$ cat config.mk
export PLATFORM = sky130hd
export DESIGN_NAME = vsmac_stream
export DESIGN_NICKNAME = d
export VERILOG_FILES = /design/src/rtl/vsmac_pkg.sv /design/src/rtl/vsmac_lane.sv /design/src/rtl/vsmac_stream.sv
export SDC_FILE = /design/constraint.sdc
export NUM_CORES = 2
export LEC_CHECK = 0
export ABC_AREA = 1
export CAP_MARGIN = 20
export CORE_MARGIN = 1
export CORE_UTILIZATION = 45
export CTS_CLUSTER_DIAMETER = 100
export DETAILED_ROUTE_END_ITERATION = 10
export PLACE_DENSITY = 0.75
export SYNTH_ARGS = -nofsm -noshare
export SYNTH_HDL_FRONTEND = slang
export SYNTH_HIERARCHICAL = 1
export SYNTH_SLANG_ARGS = --single-unit
$ cat constraint.sdc
create_clock -name clk -period 2.64 [get_ports clk]
set_clock_uncertainty 0.15 [all_clocks]
set_input_delay 0.264 -clock clk [delete_from_list [all_inputs] [get_ports clk]]
set_output_delay 0.264 -clock clk [all_outputs]
set_load 0.05 [all_outputs]
$ cat src/rtl/vsmac_pkg.sv
// Shared types and sizing helpers for the vector-scalar MAC stream block.
package vsmac_pkg;

    typedef enum logic [1:0] {
        IDLE  = 2'd0,
        ACCUM = 2'd1,
        ROUND = 2'd2,
        HOLD  = 2'd3
    } state_t;

    // Full-precision accumulator: a product plus headroom for max_acc additions.
    function automatic int acc_width(input int width, input int max_acc);
        return 2 * width + $clog2(max_acc);
    endfunction

endpackage

$ cat src/rtl/vsmac_lane.sv
// One MAC lane: multiply, accumulate, round-half-up, saturate, optional ReLU.
module vsmac_lane
    import vsmac_pkg::*;
#(
    parameter int WIDTH     = 8,
    parameter int FRAC_BITS = 6,
    parameter int MAX_ACC   = 16
) (
    input  logic                    clk,
    input  logic                    reset,
    input  logic                    load,
    input  logic                    accum,
    input  logic                    round,
    input  logic                    relu,
    input  logic signed [WIDTH-1:0] a,
    input  logic signed [WIDTH-1:0] b,
    output logic signed [WIDTH-1:0] data,
    output logic                    sat
);
    localparam int ACC_W = acc_width(WIDTH, MAX_ACC);
    // One extra bit so the rounding bias can never wrap the accumulator.
    localparam int RW    = ACC_W + 1;

    localparam logic signed [RW-1:0] HALF = RW'((1 << FRAC_BITS) >> 1);
    localparam logic signed [RW-1:0] MAXV = RW'((1 << (WIDTH - 1)) - 1);
    localparam logic signed [RW-1:0] MINV = RW'(-(1 << (WIDTH - 1)));

    logic signed [2*WIDTH-1:0] prod;
    logic signed [ACC_W-1:0]   acc;
    logic signed [RW-1:0]      biased;
    logic signed [RW-1:0]      shifted;
    logic signed [RW-1:0]      clamped;
    logic signed [WIDTH-1:0]   res;
    logic                      clipped;

    assign prod    = (2*WIDTH)'(a) * (2*WIDTH)'(b);
    assign biased  = RW'(acc) + HALF;
    assign shifted = biased >>> FRAC_BITS;

    always_comb begin
        clipped = 1'b0;
        clamped = shifted;
        if (shifted > MAXV) begin
            clamped = MAXV;
            clipped = 1'b1;
        end else if (shifted < MINV) begin
            clamped = MINV;
            clipped = 1'b1;
        end
        res = WIDTH'(clamped);
        // ReLU acts after clipping so sat still reports negative saturation.
        if (relu && res[WIDTH-1]) res = '0;
    end

    always_ff @(posedge clk or posedge reset) begin
        if (reset) begin
            acc  <= '0;
            data <= '0;
            sat  <= 1'b0;
        end else begin
            if (load)       acc <= ACC_W'(prod);
            else if (accum) acc <= acc + ACC_W'(prod);
            if (round) begin
                data <= res;
                sat  <= clipped;
            end
        end
    end

endmodule

$ cat src/rtl/vsmac_stream.sv
// Streaming vector x scalar MAC: accumulates runs of beats across LANES lanes,
// then emits one rounded, saturated result vector with a valid/ready handshake.
module vsmac_stream
    import vsmac_pkg::*;
#(
    parameter int LANES     = 6,
    parameter int WIDTH     = 8,
    parameter int FRAC_BITS = 6,
    parameter int MAX_ACC   = 16
) (
    input  logic                           clk,
    input  logic                           reset,
    input  logic                           in_valid,
    output logic                           in_ready,
    input  logic [LANES*WIDTH-1:0]         in_a,
    input  logic [WIDTH-1:0]               in_b,
    input  logic [$clog2(MAX_ACC+1)-1:0]   acc_len,
    input  logic                           relu_en,
    output logic                           out_valid,
    input  logic                           out_ready,
    output logic [LANES*WIDTH-1:0]         out_data,
    output logic [LANES-1:0]               out_sat
);
    localparam int CW = $clog2(MAX_ACC + 1);

    state_t         state;
    logic [CW-1:0]  len;
    logic [CW-1:0]  len_in;
    logic [CW-1:0]  count;
    logic           relu_q;
    logic           accept;
    logic           load;
    logic           accum;

    always_comb begin
        len_in = acc_len;
        if (acc_len == '0)                 len_in = CW'(1);
        else if (acc_len > CW'(MAX_ACC))   len_in = CW'(MAX_ACC);
    end

    // Gated by reset so upstream sees not-ready for the whole reset window.
    assign in_ready = !reset && (state == IDLE || state == ACCUM);
    assign accept   = in_valid && in_ready;
    assign load     = accept && (state == IDLE);
    assign accum    = accept && (state == ACCUM);

    always_ff @(posedge clk or posedge reset) begin
        if (reset) begin
            state     <= IDLE;
            len       <= '0;
            count     <= '0;
            relu_q    <= 1'b0;
            out_valid <= 1'b0;
        end else begin
            case (state)
                IDLE: if (accept) begin
                    len    <= len_in;
                    relu_q <= relu_en;
                    count  <= CW'(1);
                    state  <= (len_in == CW'(1)) ? ROUND : ACCUM;
                end
                ACCUM: if (accept) begin
                    count <= count + CW'(1);
                    if (count + CW'(1) == len) state <= ROUND;
                end
                ROUND: begin
                    out_valid <= 1'b1;
                    state     <= HOLD;
                end
                HOLD: if (out_ready) begin
                    out_valid <= 1'b0;
                    state     <= IDLE;
                end
                default: state <= IDLE;
            endcase
        end
    end

    for (genvar i = 0; i < LANES; i++) begin : g_lane
        vsmac_lane #(
            .WIDTH     (WIDTH),
            .FRAC_BITS (FRAC_BITS),
            .MAX_ACC   (MAX_ACC)
        ) u_lane (
            .clk   (clk),
            .reset (reset),
            .load  (load),
            .accum (accum),
            .round (state == ROUND),
            .relu  (relu_q),
            .a     (in_a[WIDTH*i +: WIDTH]),
            .b     (in_b),
            .data  (out_data[WIDTH*i +: WIDTH]),
            .sat   (out_sat[i])
        );
    end

endmodule

Yosys cells after proc, flatten, opt, wreduce, memory -nomap -nowiden
Index checks and enable logic that the tools add are counted.

$add $sub $neg: 13. Multipliers: 6. Magnitude comparators: 13. Equal/unequal tests: 9. Mux-type cells: 55. Reductions and logical operators: 21.

Operators by type and width (number): 2-to-1 mux 20 bit (12); 2-to-1 mux 8 bit (18); adder 20 x 7 -> 21 bit, second input constant (6); adder 20 x 16 -> 20 bit (6); multiplier 8 x 8 -> 16 bit (6); > comparator 15 x 8 -> 1 bit, second input constant (6); less-than comparator 15 x 8 -> 1 bit, second input constant (6); 2-to-1 mux 5 bit (4); 2-to-1 mux 1 bit (13); logical AND 1 bit (10); 2-to-1 mux 2 bit (5); case mux 5 bit (2 select lines) (1); case mux 2 bit (4 select lines) (1); != test 2 bit, second input constant (3); nonzero test 2 bit (3); adder 5 x 1 -> 5 bit, second input constant (1); == test 5 x 1 -> 1 bit, second input constant (1); == test 5 bit (1); > comparator 5 bit, second input constant (1); logical NOT 5 bit (1); == test 2 bit, second input constant (2); AND reduction 2 bit (2); AND reduction 4 bit (1); AND reduction 3 bit (1); 6 further kinds (6).

Bits in registers: 188. Input bits: 66. Output and inout bits: 56. Word-level logic and storage cells: 140.

Longest topological paths before layout
Depth after elaboration: 7. Mapped depth: 36. Mapped depth without buffers: 35.

Modules after synthesis
The synthesis kept the hierarchy.

By module, submodules not included: vsmac_lane (g_lane[0].u_lane ...) (times used 3, cells each 833, area an instance 5606.6 µm², sequential area each 725.7 µm²); vsmac_lane (g_lane[3].u_lane) (times used 1, cells each 829, area an instance 5594.1 µm², sequential area each 725.7 µm²); vsmac_lane (g_lane[5].u_lane) (times used 1, cells each 826, area an instance 5579.1 µm², sequential area each 725.7 µm²); vsmac_lane (g_lane[4].u_lane) (times used 1, cells each 823, area an instance 5576.6 µm², sequential area each 725.7 µm²); vsmac_stream (times used 1, cells each 117, area an instance 894.6 µm², sequential area each 350.3 µm²).

Worst setup path after synthesis
Ideal clock, no wire load.

Path type: input -> register. Start point: in in_b[2]. End point: reg g_lane[0].u_lane.acc[15]. Setup time: 135 ps. Arrival time: 5420 ps. Data required time: 2355 ps. Path slack: -3065 ps. Cell stages on the path: 30. Path buffers: 1. Cell sequence: clkbuf_1 > nand2_1 > inv_1 > fa_1 > inv_1 > fa_1 > inv_1 > fa_1 > inv_1 > fa_1 > inv_1 > ha_1 > nand2_1 > nand2_1 > inv_1 > nor2_1 > a211oi_1 > nand3_1 > or2_2 > and2_1 > ha_1 > nand2_1 > inv_1 > nand3_1 > inv_1 > a21oi_1 > o21ai_0 > or2_2 > nand3_1 > o211ai_1.

Word-level cells in the longest chain between the ends: 4.

RTL lines: from (decl) (line vsmac_stream.sv:16) `input logic [WIDTH-1:0] in_b,`; multiplier 8 x 8 -> 16 bit * (line vsmac_lane.sv:36) `assign prod = (2*WIDTH)'(a) * (2*WIDTH)'(b);`; adder 20 x 16 -> 20 bit (line vsmac_lane.sv:62) `else if (accum) acc <= acc + ACC_W'(prod);`; 2-to-1 mux 20 bit (line vsmac_lane.sv:62); 2-to-1 mux 20 bit * (line vsmac_lane.sv:61) `if (load) acc <= ACC_W'(prod);`; to (signal assigned) (line vsmac_lane.sv:61); to (signal assigned) (line vsmac_lane.sv:62); to (decl) (line vsmac_lane.sv:29) `logic signed [ACC_W-1:0] acc;`.

Mark *: on every way between the ends. The rest lies on a longest branch, timed or not. The select of a mux whose other input is x is not followed. A chain may end at the register's enable or synchronous reset.

Worst setup path in the final report
Start point: in in_b[0]. End point: reg g_lane[0].u_lane.acc[19].

The elaborated chain is that of the path after synthesis.

==> results.toml <==
[final_layout]
final_core_util_pct = 68.57
fin_nets = 6672
layout_common_cells = "1,059 x nand2_1, 975 x inv_1, 642 x buf_4, 306 x fa_1, 233 x nand3_1"
final_common_cell = "nand2_1"
area_growth_pct = 50.85
nFillCells = 5193
drive_gt1_share_pct = 39.27

[worst_hold_path]
hold_path_class = "in -> reg"

[die]
num_rows = 101
fp.dieArea_um2 = 77700
die_h_um = 278.7
io_pins = 122
initial_core_util_pct = 45.45
die_width_um = 278.7
design.core.area_um2 = 75820

[global_route]
grt_pass1_vias = 36140
grt_pass1_wl_um = 174100
grt_max_degree = 33
grt_usage_pct = 27.49
overflow = 0
antenna_found_initial = 15

[routing]
vias = 37940
vias_per_cell = 5.452
first_pass_iters = 9
drtAntennaViolNets = 0
drtIter0Drc = 3408
wl_per_cell_um = 18.34
drc = 0
wirelength_um = 127600

[worst_setup_path]
cpMaxStageDelayCell = "fa_1"
setup.worst_path.class = "in -> reg"
cpPeakStageDelay_ns = 0.57
arrival_ns = 5.62
crit_path_end_kind = "flip-flop"
start_kind = "input pin"
crit_fanout = 5
cp_data_required_time_ns = 2.91

[sta]
period_needed_ns = 5.346
hold_violations = 0
finalCritPeriodShare_pct = 202.5
fin_ws_ns = -2.706
rsz0062_at_grt = "yes"
setup_viol = 99
worst_pin_slew_ns = 0.7728
clock.fmax_mhz = 187.1
maxSlewHeadroom_pct = 48.48
slew_violations = 0

[yosys]
syn_area_per_cell_um2 = 6.766
synth_area_um2 = 34460
ys_types = 52
synth_ff_type = "dfrtp_1"
async_reset_ff_share_pct = 100.0
yosys_warnings = 6
syn-num-nets = 5813
syn_inst = 5094
ys_ff_latch = 188
ys_seq_area_share_pct = 13.65
synth_edf_count = 0

[clock_network]
clk_path_buf_depth = 2
clock-root-buffer = "clkbuf_16"
h-tree-depth = 4
postCtsHoldBufs = 0
worstSkewPairLatency_ns = 0.52
numCtsBuffers = 17
tritoncts = "done"
cts_num_sinks = 188
path_clk_slew_ns = 0.09

[place]
gp_congestion = 0.9441
dp_hpwl_um = 81970
portBuffers = 121
dp_slack_ns = -3.516

[outcome]
outcome = "finished with violations"
violations = "setup timing"

[job]
maxCapViolCount = 0
## sequential cells by signal, indices dropped and copies added (netlist names)
signal              count
state                   2
relu_q                  1
g_lane.u_lane/data     48
g_lane.u_lane/sat       6
len                     5
count                   5
out_valid               1
g_lane.u_lane/acc     120
## metrics by stage
step | hold WS [ns] | cell area, um^2 | std cells | setup TNS [ns]
2_1_floorplan | 0.003219 | 38040 | 5094 | -178.48
6_report | 0.08859 | 51990 | 6958 | -200.20
3_3_place_gp | 0.3165 | 44090 | 6709 | -279.48
4_1_cts | 0.09367 | 47590 | 6831 | -188.40
3_5_place_dp | 0.3147 | 44090 | 6710 | -286.50
5_1_grt | 0.1021 | 51990 | 6957 | -214.10
## routing by layer
metal / share of wire (%) / GRT usage (%) / vias to the layer above
li1: - / - / 17280
met1: 37 / 33.44 / 18170
met2: 49 / 48.90 / 1823
met3: 6.6 / 3.347 / 656
met4: 7.2 / 11.47 / 4
met5: 0.020 / 0 / -
## kinds of logic after synthesis
family | count (synthesis) | synth area share [%]
buf+inv | 1359 | 14.89
xor+xnor | 144 | 3.681
compound gates | 492 | 8.619
fa+ha+maj | 653 | 31.03
flops | 188 | 13.65
simple gates | 2258 | 28.13
## path summary, 6_finish.rpt
check | start | end | slack, ns | cells after the start
worst min register to register | g_lane[0].u_lane/data[1]$_DFFE_PP0P_ | g_lane[0].u_lane/data[1]$_DFFE_PP0P_ | 0.33 | 2
worst min-delay path | in_b[0] | g_lane[3].u_lane/acc[0]$_DFFE_PP0P_ | 0.09 | 4
max in group asynchronous | reset | len[0]$_DFFE_PP0P_ | 1.67 | 3
min in group asynchronous | reset | len[4]$_DFFE_PP0P_ | 0.29 | 3
worst max-delay path | in_b[0] | g_lane[0].u_lane/acc[19]$_DFFE_PP0P_ | -2.71 | 31
worst max register to register | state[0]$_DFFE_PP0P_ | g_lane[3].u_lane/acc[14]$_DFFE_PP0P_ | -0.24 | 12
## worst max-delay path, delay by kind of cell
kind | cells | cell delay (ns)
compound gates | 3 | 0.31
simple gates | 12 | 1.37
buf+inv | 10 | 0.90
fa+ha+maj | 6 | 2.75
## synth_stat cells, types with 5 or more instances
cell      instances  share of area [%]
inv_1          1219                 13
inv_2            10               0.11
nand2_2          46               0.84
clkbuf_1        108                1.2
a21oi_1         190                2.8
nand2_4           9               0.29
o211ai_1         42               0.91
fa_1            336                 20
a31o_2            6               0.15
a21boi_0         10               0.22
o21ai_2           5               0.13
a211oi_1         11               0.24
nand3_1         344                5.0
dfrtp_1         188                 14
nand4_1          64                1.2
o221ai_1         23               0.58
xnor2_1          48                1.2
a22oi_1           8               0.17
o21ai_0         104                1.5
nor2_4           12               0.39
or2_2            26               0.47
nand2_1        1334                 15
a31oi_1           5              0.091
o22ai_1           9               0.16
nor2_1          326                3.6
o21bai_1         31               0.68
o31ai_1           6               0.13
xor2_1           95                2.4
a21o_1           12               0.26
ha_1            317                 12
clkinv_1         12               0.13
o21ai_1          13               0.19
nor2_2           36               0.65
o21a_1           11               0.24
nand3b_1          7               0.15
nor4_1            6               0.11
nor3_1           27               0.39
buf_4             7               0.15
## area by class of cell
| class | instances | area [um^2] | area share [%] |
|---|---|---|---|
| flip-flops and latches | 188 | 4705 | 9.049 |
| inverters | 1242 | 4767 | 9.169 |
| clock inverters | 15 | 150.1 | 0.2888 |
| repair buffers | 957 | 8492 | 16.33 |
| diodes | 14 | 35.03 | 0.06738 |
| well taps | 978 | 1224 | 2.354 |
| multi-input cells | 3547 | 32190 | 61.92 |
| clock buffers | 17 | 425.4 | 0.8182 |
## repair_timing
item                       CTS  global route
resized for setup          600           910
setup endpoints to repair  102           103
pin swaps                  371           603
cloned                       2             2
buffers inserted            89           124
Power is left out: the tool's default activity adds up to more than one toggle a clock period on the data nets, which glitch-free logic cannot reach.
